==> src/rtl/reaction_timer_pkg.sv <==
// Shared state encoding, default timing constants and the trial-delay helper
// for the reaction timer and its display/top level.
package reaction_timer_pkg;

  typedef enum logic [1:0] {
    ST_IDLE   = 2'd0,
    ST_DELAY  = 2'd1,
    ST_STIM   = 2'd2,
    ST_RESULT = 2'd3
  } state_e;

  localparam int DEF_TICK_DIV     = 50000;
  localparam int DEF_MIN_DELAY_MS = 1000;
  localparam int DEF_STEP_MS      = 16;
  localparam int DEF_DLY_W        = 13;
  localparam int DEF_RT_MAX       = 9999;
  localparam int DEF_RT_W         = 14;

  // Random pre-stimulus delay in ms; caller truncates to its counter width.
  function automatic logic [31:0] trial_delay(input logic [7:0]  rnd,
                                              input int unsigned min_ms,
                                              input int unsigned step_ms);
    return 32'(min_ms) + 32'(rnd) * 32'(step_ms);
  endfunction

endpackage

==> src/rtl/reaction_timer_if.sv <==
// Button/LFSR inputs and LED/status/result outputs of one reaction timer.
interface reaction_timer_if #(
  parameter int RT_W = 14
);
  logic            start;
  logic            resp;
  logic [7:0]      rnd_in;
  logic            rng_step;
  logic            led;
  logic            busy;
  logic            done;
  logic            early;
  logic            timeout;
  logic [RT_W-1:0] rt_ms;

  modport master (
    output start, resp, rnd_in,
    input  rng_step, led, busy, done, early, timeout, rt_ms
  );

  modport slave (
    input  start, resp, rnd_in,
    output rng_step, led, busy, done, early, timeout, rt_ms
  );
endinterface

==> src/rtl/reaction_timer_ms_tick.sv <==
// Millisecond prescaler: one-cycle tick every TICK_DIV enabled clocks.
module reaction_timer_ms_tick #(
  parameter int TICK_DIV = 50000
) (
  input  logic clk,
  input  logic rst_n,
  input  logic clr_i,
  input  logic en_i,
  output logic tick_o
);

  localparam int CNT_W = (TICK_DIV > 1) ? $clog2(TICK_DIV) : 1;
  localparam logic [CNT_W-1:0] LAST = CNT_W'(TICK_DIV - 1);

  logic [CNT_W-1:0] cnt_q, cnt_d;

  assign tick_o = en_i && (cnt_q == LAST);

  always_comb begin
    cnt_d = cnt_q;
    if (clr_i) begin
      cnt_d = '0;
    end else if (en_i) begin
      cnt_d = tick_o ? '0 : cnt_q + 1'b1;
    end
  end

  always_ff @(posedge clk or negedge rst_n) begin
    if (!rst_n) begin
      cnt_q <= '0;
    end else begin
      cnt_q <= cnt_d;
    end
  end

endmodule

==> src/rtl/reaction_timer.sv <==
// One reaction-time trial: random delay, stimulus LED, then ms count until the
// response press; flags early presses and missing responses.
module reaction_timer
  import reaction_timer_pkg::*;
#(
  parameter int TICK_DIV     = DEF_TICK_DIV,
  parameter int MIN_DELAY_MS = DEF_MIN_DELAY_MS,
  parameter int STEP_MS      = DEF_STEP_MS,
  parameter int DLY_W        = DEF_DLY_W,
  parameter int RT_MAX       = DEF_RT_MAX,
  parameter int RT_W         = DEF_RT_W
) (
  input  logic            clk,
  input  logic            rst_n,
  reaction_timer_if.slave tmr_if
);

  localparam logic [RT_W-1:0]  RT_MAX_V  = RT_W'(RT_MAX);
  localparam logic [RT_W-1:0]  RT_LAST_V = RT_W'(RT_MAX - 1);
  localparam logic [DLY_W-1:0] DLY_ONE   = DLY_W'(1);

  state_e            state_q, state_d;
  logic              start_q, resp_q;
  logic [DLY_W-1:0]  dly_q, dly_d;
  logic [RT_W-1:0]   rt_cnt_q, rt_cnt_d;
  logic [RT_W-1:0]   rt_ms_q, rt_ms_d;
  logic              led_q, led_d;
  logic              done_q, done_d;
  logic              early_q, early_d;
  logic              timeout_q, timeout_d;

  logic start_re, resp_re, busy, tick, pre_clr;

  assign start_re = tmr_if.start & ~start_q;
  assign resp_re  = tmr_if.resp & ~resp_q;
  assign busy     = (state_q == ST_DELAY) || (state_q == ST_STIM);

  reaction_timer_ms_tick #(.TICK_DIV(TICK_DIV)) u_ms_tick (
    .clk    (clk),
    .rst_n  (rst_n),
    .clr_i  (pre_clr),
    .en_i   (busy),
    .tick_o (tick)
  );

  always_comb begin
    state_d   = state_q;
    dly_d     = dly_q;
    rt_cnt_d  = rt_cnt_q;
    rt_ms_d   = rt_ms_q;
    led_d     = led_q;
    done_d    = 1'b0;
    early_d   = early_q;
    timeout_d = timeout_q;
    pre_clr   = 1'b0;

    unique case (state_q)
      ST_IDLE, ST_RESULT: begin
        if (start_re) begin
          dly_d     = DLY_W'(trial_delay(tmr_if.rnd_in, MIN_DELAY_MS, STEP_MS));
          pre_clr   = 1'b1;
          early_d   = 1'b0;
          timeout_d = 1'b0;
          state_d   = ST_DELAY;
        end
      end
      ST_DELAY: begin
        // A press on the very tick that would light the LED still counts as early.
        if (resp_re) begin
          state_d = ST_RESULT;
          early_d = 1'b1;
          rt_ms_d = '0;
          done_d  = 1'b1;
        end else if (tick) begin
          if (dly_q <= DLY_ONE) begin
            state_d  = ST_STIM;
            rt_cnt_d = '0;
            led_d    = 1'b1;
          end else begin
            dly_d = dly_q - 1'b1;
          end
        end
      end
      ST_STIM: begin
        if (resp_re) begin
          state_d = ST_RESULT;
          rt_ms_d = rt_cnt_q;
          led_d   = 1'b0;
          done_d  = 1'b1;
        end else if (tick) begin
          if (rt_cnt_q >= RT_LAST_V) begin
            state_d   = ST_RESULT;
            rt_cnt_d  = RT_MAX_V;
            rt_ms_d   = RT_MAX_V;
            timeout_d = 1'b1;
            led_d     = 1'b0;
            done_d    = 1'b1;
          end else begin
            rt_cnt_d = rt_cnt_q + 1'b1;
          end
        end
      end
      default: state_d = ST_IDLE;
    endcase
  end

  always_ff @(posedge clk or negedge rst_n) begin
    if (!rst_n) begin
      state_q   <= ST_IDLE;
      start_q   <= 1'b0;
      resp_q    <= 1'b0;
      dly_q     <= '0;
      rt_cnt_q  <= '0;
      rt_ms_q   <= '0;
      led_q     <= 1'b0;
      done_q    <= 1'b0;
      early_q   <= 1'b0;
      timeout_q <= 1'b0;
    end else begin
      state_q   <= state_d;
      start_q   <= tmr_if.start;
      resp_q    <= tmr_if.resp;
      dly_q     <= dly_d;
      rt_cnt_q  <= rt_cnt_d;
      rt_ms_q   <= rt_ms_d;
      led_q     <= led_d;
      done_q    <= done_d;
      early_q   <= early_d;
      timeout_q <= timeout_d;
    end
  end

  assign tmr_if.rng_step = (state_q == ST_IDLE) || (state_q == ST_RESULT);
  assign tmr_if.busy     = busy;
  assign tmr_if.led      = led_q;
  assign tmr_if.done     = done_q;
  assign tmr_if.early    = early_q;
  assign tmr_if.timeout  = timeout_q;
  assign tmr_if.rt_ms    = rt_ms_q;

endmodule

==> src/flat_wrapper.sv <==
// flat-port wrapper written by rule: the top's interface ports become plain ports
module reaction_timer_flat import reaction_timer_pkg::*;
#(
  parameter int TICK_DIV     = DEF_TICK_DIV,
  parameter int MIN_DELAY_MS = DEF_MIN_DELAY_MS,
  parameter int STEP_MS      = DEF_STEP_MS,
  parameter int DLY_W        = DEF_DLY_W,
  parameter int RT_MAX       = DEF_RT_MAX,
  parameter int RT_W         = DEF_RT_W
)
  (clk, rst_n, tmr_if_start, tmr_if_resp, tmr_if_rnd_in, tmr_if_rng_step, tmr_if_led, tmr_if_busy, tmr_if_done, tmr_if_early, tmr_if_timeout, tmr_if_rt_ms);
  reaction_timer_if #(.RT_W(RT_W)) tmr_if_i ();
  input  logic clk;
  input  logic rst_n;
  input wire logic [$bits(tmr_if_i.start)-1:0] tmr_if_start;
  input wire logic [$bits(tmr_if_i.resp)-1:0] tmr_if_resp;
  input wire logic [$bits(tmr_if_i.rnd_in)-1:0] tmr_if_rnd_in;
  output wire logic [$bits(tmr_if_i.rng_step)-1:0] tmr_if_rng_step;
  output wire logic [$bits(tmr_if_i.led)-1:0] tmr_if_led;
  output wire logic [$bits(tmr_if_i.busy)-1:0] tmr_if_busy;
  output wire logic [$bits(tmr_if_i.done)-1:0] tmr_if_done;
  output wire logic [$bits(tmr_if_i.early)-1:0] tmr_if_early;
  output wire logic [$bits(tmr_if_i.timeout)-1:0] tmr_if_timeout;
  output wire logic [$bits(tmr_if_i.rt_ms)-1:0] tmr_if_rt_ms;
  assign tmr_if_i.start = tmr_if_start;
  assign tmr_if_i.resp = tmr_if_resp;
  assign tmr_if_i.rnd_in = tmr_if_rnd_in;
  assign tmr_if_rng_step = tmr_if_i.rng_step;
  assign tmr_if_led = tmr_if_i.led;
  assign tmr_if_busy = tmr_if_i.busy;
  assign tmr_if_done = tmr_if_i.done;
  assign tmr_if_early = tmr_if_i.early;
  assign tmr_if_timeout = tmr_if_i.timeout;
  assign tmr_if_rt_ms = tmr_if_i.rt_ms;
  reaction_timer #(.TICK_DIV(TICK_DIV), .MIN_DELAY_MS(MIN_DELAY_MS), .STEP_MS(STEP_MS), .DLY_W(DLY_W), .RT_MAX(RT_MAX), .RT_W(RT_W)) u_core (.clk(clk), .rst_n(rst_n), .tmr_if(tmr_if_i));
endmodule
==> config.mk <==
export PLATFORM = sky130hd
export DESIGN_NAME = reaction_timer_flat
export DESIGN_NICKNAME = d
export VERILOG_FILES = /design/src/rtl/reaction_timer_pkg.sv /design/src/rtl/reaction_timer_if.sv /design/src/rtl/reaction_timer_ms_tick.sv /design/src/rtl/reaction_timer.sv /design/src/flat_wrapper.sv
export SDC_FILE = /design/constraint.sdc
export NUM_CORES = 1
export LEC_CHECK = 0
export CAP_MARGIN = 20
export CORE_ASPECT_RATIO = 1.25
export CORE_MARGIN = 3
export CORE_UTILIZATION = 52
export CTS_CLUSTER_DIAMETER = 120
export DETAILED_ROUTE_END_ITERATION = 10
export HOLD_SLACK_MARGIN = 0.15
export PLACE_DENSITY = 0.76
export SLEW_MARGIN = 20
export SYNTH_ARGS = -nofsm -noshare
export SYNTH_HDL_FRONTEND = slang
export SYNTH_SLANG_ARGS = --single-unit
==> constraint.sdc <==
create_clock -name clk -period 2.21 [get_ports clk]
set_clock_uncertainty 0.05 [all_clocks]
set_input_delay 0.221 -clock clk [delete_from_list [all_inputs] [get_ports clk]]
set_output_delay 0.221 -clock clk [all_outputs]
set_load 0.01 [all_outputs]
==> metrics.txt <==
outcome finished, violations left; failing checks setup timing; Vias 3784; placed instance count 571; number of flops mapped to enable cells by yosys 0; I/O Pins 32; post-synthesis sequential area ratio 44.2%; Req. time, crit path 2.40 ns; fin crit period 2.26 ns; most common cell after layout, fill and taps aside buf_4; R2R Setup Slk -0.05 ns; die footprint 8130 µm²; most frequent cells in the layout 69 x buf_4, 65 x dfrtp_1, 44 x nand2_1, 34 x nor2_1, 29 x clkdlybuf4s50_1; drt first-iter violations 307; worst flop-to-flop path startpoint u_core.state_q[0]; CTS max path bufs 2; vias in the first global route 3576; Setup crit end kind flop; CTS tree built; worst hold path startpoint tmr_if_start; Skew-Pair Late Insertion Delay 0.35 ns; RSZ-0062 raised after global routing true; port buffer count 31; antenna violations before repair 0; first-pass GRT wire length 16500 µm; Hold Path Stages 1; clk sinks 65; worst slew pin tran 0.671 ns; layout cell share with drive strength beyond 1 25.4%; Max Clk Rate 0.442 GHz; Max-Cap Viols 0; area of the mapped netlist 3680 µm²; # nets final 530; effective utilization at floorplan 54.7%; pwr dens 1140 nW/µm²; Fillers 464; net count after synthesis 432; grt ovf 0; Finished Cell Area 5010 µm²; max_slew headroom 55.0%; Final ANT Viol Nets 0; Worst R2R End u_core.dly_q[12]; ys async rst share 100%; GR Util All Layers 26.0%; Root Driver clkbuf_8; Synth area leader dfrtp_1; area post-placement 4510 µm²; Area Overhead vs Synth 36.1%; yosys warns 0; DRC viols 0; Core ar. 6730 µm²; Routed Wire Length 10600 µm; largest net degree at the start of global routing 66; hold crit path type input pin to flop; # diodes 0; setup_tns -0.0525 ns; CTS clk-pin slew, worst paths 0.08 ns; Die Ht 100 µm; library cells used by synthesis 58; final setup margin -0.0525 ns; Max rail drop VDD 713 µV; vias per cell 6.29; Routed WL per cell 17.7 µm; Main synth FF type dfrtp_1; synthesized instance count 412; hold path endpoint u_core.start_q; Fin. Hold Viols 0; htree depth 3; routability cong. 0.921; R2R cell count 8; fin cells 602; max-slew violation count 0; FF+latch count, synth 65; row count 33; CP arrival 2.45 ns; syn_area_per_cell 8.93 µm²; Crit Path Category flop to flop; Final Cycle Share 102%; DP Worst Slack -0.196 ns; drt pass-1 iters 5; CP Launch Type flop; CTS buffer count 9; Die W 81.3 µm; Final Setup Violations 1; LEAKAGE 2.15 nW; Synth area leaders dfrtp_1 44%, nand2_1 4.6%, o21ai_0 4.1%; area share of the largest cell type after synthesis 44.2%; HPWL Detailed 6860 µm; Crit Path Max Fanout 2
[final cells by class]
cell class,instances,area [µm²],share of cell area (%)
Clock buffer,10,138,2.75
Clock inverter,6,66.3,1.32
Inverter,14,52.6,1.05
Multi-Input combinational cell,312,2100,41.8
Sequential cell,65,1630,32.5
Tap cell,87,109,2.17
Timing Repair Buffer,108,923,18.4
[how the worst max path moves through the flow]
stage,from,end,depth (start not counted)
3_3_place_gp,u_core.state_q[0],u_core.rt_cnt_q[2],9
6_report,u_core.state_q[0],u_core.dly_q[12],8
4_1_cts,u_core.state_q[0],u_core.dly_q[12],8
3_5_place_dp,u_core.state_q[0],u_core.rt_cnt_q[2],9
2_1_floorplan,u_core.state_q[1],u_core.dly_q[12],8
5_1_grt,u_core.dly_q[5],u_core.rt_cnt_q[7],6
[flip-flops by register name, indices dropped and copies added (netlist names)]
register                count
u_core.tmr_if.done          1
u_core.dly_q               13
u_core.tmr_if.timeout       1
u_core.start_q              1
u_core.u_ms_tick.cnt_q     16
u_core.rt_cnt_q            14
u_core.state_q              2
u_core.tmr_if.early         1
u_core.tmr_if.rt_ms        14
u_core.tmr_if.led           1
u_core.resp_q               1
[repair_timing]
action	4_1_cts	5_1_grt
resized for setup	10	29
pin swaps	7	8
hold buffers	1	0
endpoints found under the hold margin	65	0
gates cloned	0	1
endpoints found under the setup margin	28	34
buffers inserted	3	10
[worst max-delay path: stages, from the launching register on]
cell      delay, ns
dfrtp_1        0.40
inv_2          0.08
ha_4           0.20
and4b_1        0.26
and4_4         0.25
o211ai_4       0.10
nor3_2         0.21
mux2_4         0.32
a221o_1        0.29
[report_power, final]
part           internal [mW]  switching [mW]  total, mW  leakage [nW]
sequential              1.41           0.170       1.58         0.865
clock                  0.553           0.500       1.05        0.0949
combinational           1.33            1.73       3.06          1.19
total                   3.30            2.40       5.70          2.15
[kinds of logic (layout without fill, tap and decap cells)]
logic type / count (synthesis) / in the layout / share of synthesized area, %
buffers and inverters: 36 / 138 / 3.77
adders and majority gates: 8 / 8 / 2.72
muxes: 3 / 3 / 0.850
xor gates and xnor gates: 6 / 6 / 1.43
and+or+nand+nor: 154 / 154 / 21.4
AOI/OAI and AO/OA: 140 / 141 / 25.6
DFF: 65 / 65 / 44.2
[per-layer routing]
layer / GRT usage [%] / wire length [µm] / vias up / share of wire, %
li1: - / - / 1742 / -
met1: 31.5 / 4280 / 1865 / 40
met2: 45.0 / 5470 / 142 / 51
met3: 3.59 / 494 / 35 / 4.6
met4: 12.4 / 392 / 0 / 3.7
met5: 0 / 0 / - / 0
[cells in the mapped netlist (3+ instances only)]
master and number:
o41ai_1 6, a21oi_1 26, o31ai_1 12, dfrtp_1 65, nand3_1 21, nor4_1 7
nand2_1 45, clkbuf_1 17, o21ai_0 30, ha_1 8, and3_1 5, a41o_1 3
a22o_1 8, and2_1 4, and4_1 4, o22ai_1 3, nand2b_1 3, nor3_1 10
a31oi_1 5, xor2_1 4, o21ai_1 13, buf_2 3, a22oi_1 9, nor2b_1 4
nor2_1 35, nand4_1 3, inv_1 14
[stage by stage]
step	hold slack (ns)	power, mW	utilization [%]
finish	0.278	5.70	74.5
global route	0.301	6.07	74.5
CTS	0.272	5.30	71.1
detailed placement	0.215	4.17	67.1
global placement	0.215	4.10	67.1
floorplan	-0.125	3.19	-
Power figures use the tool's default switching activity.
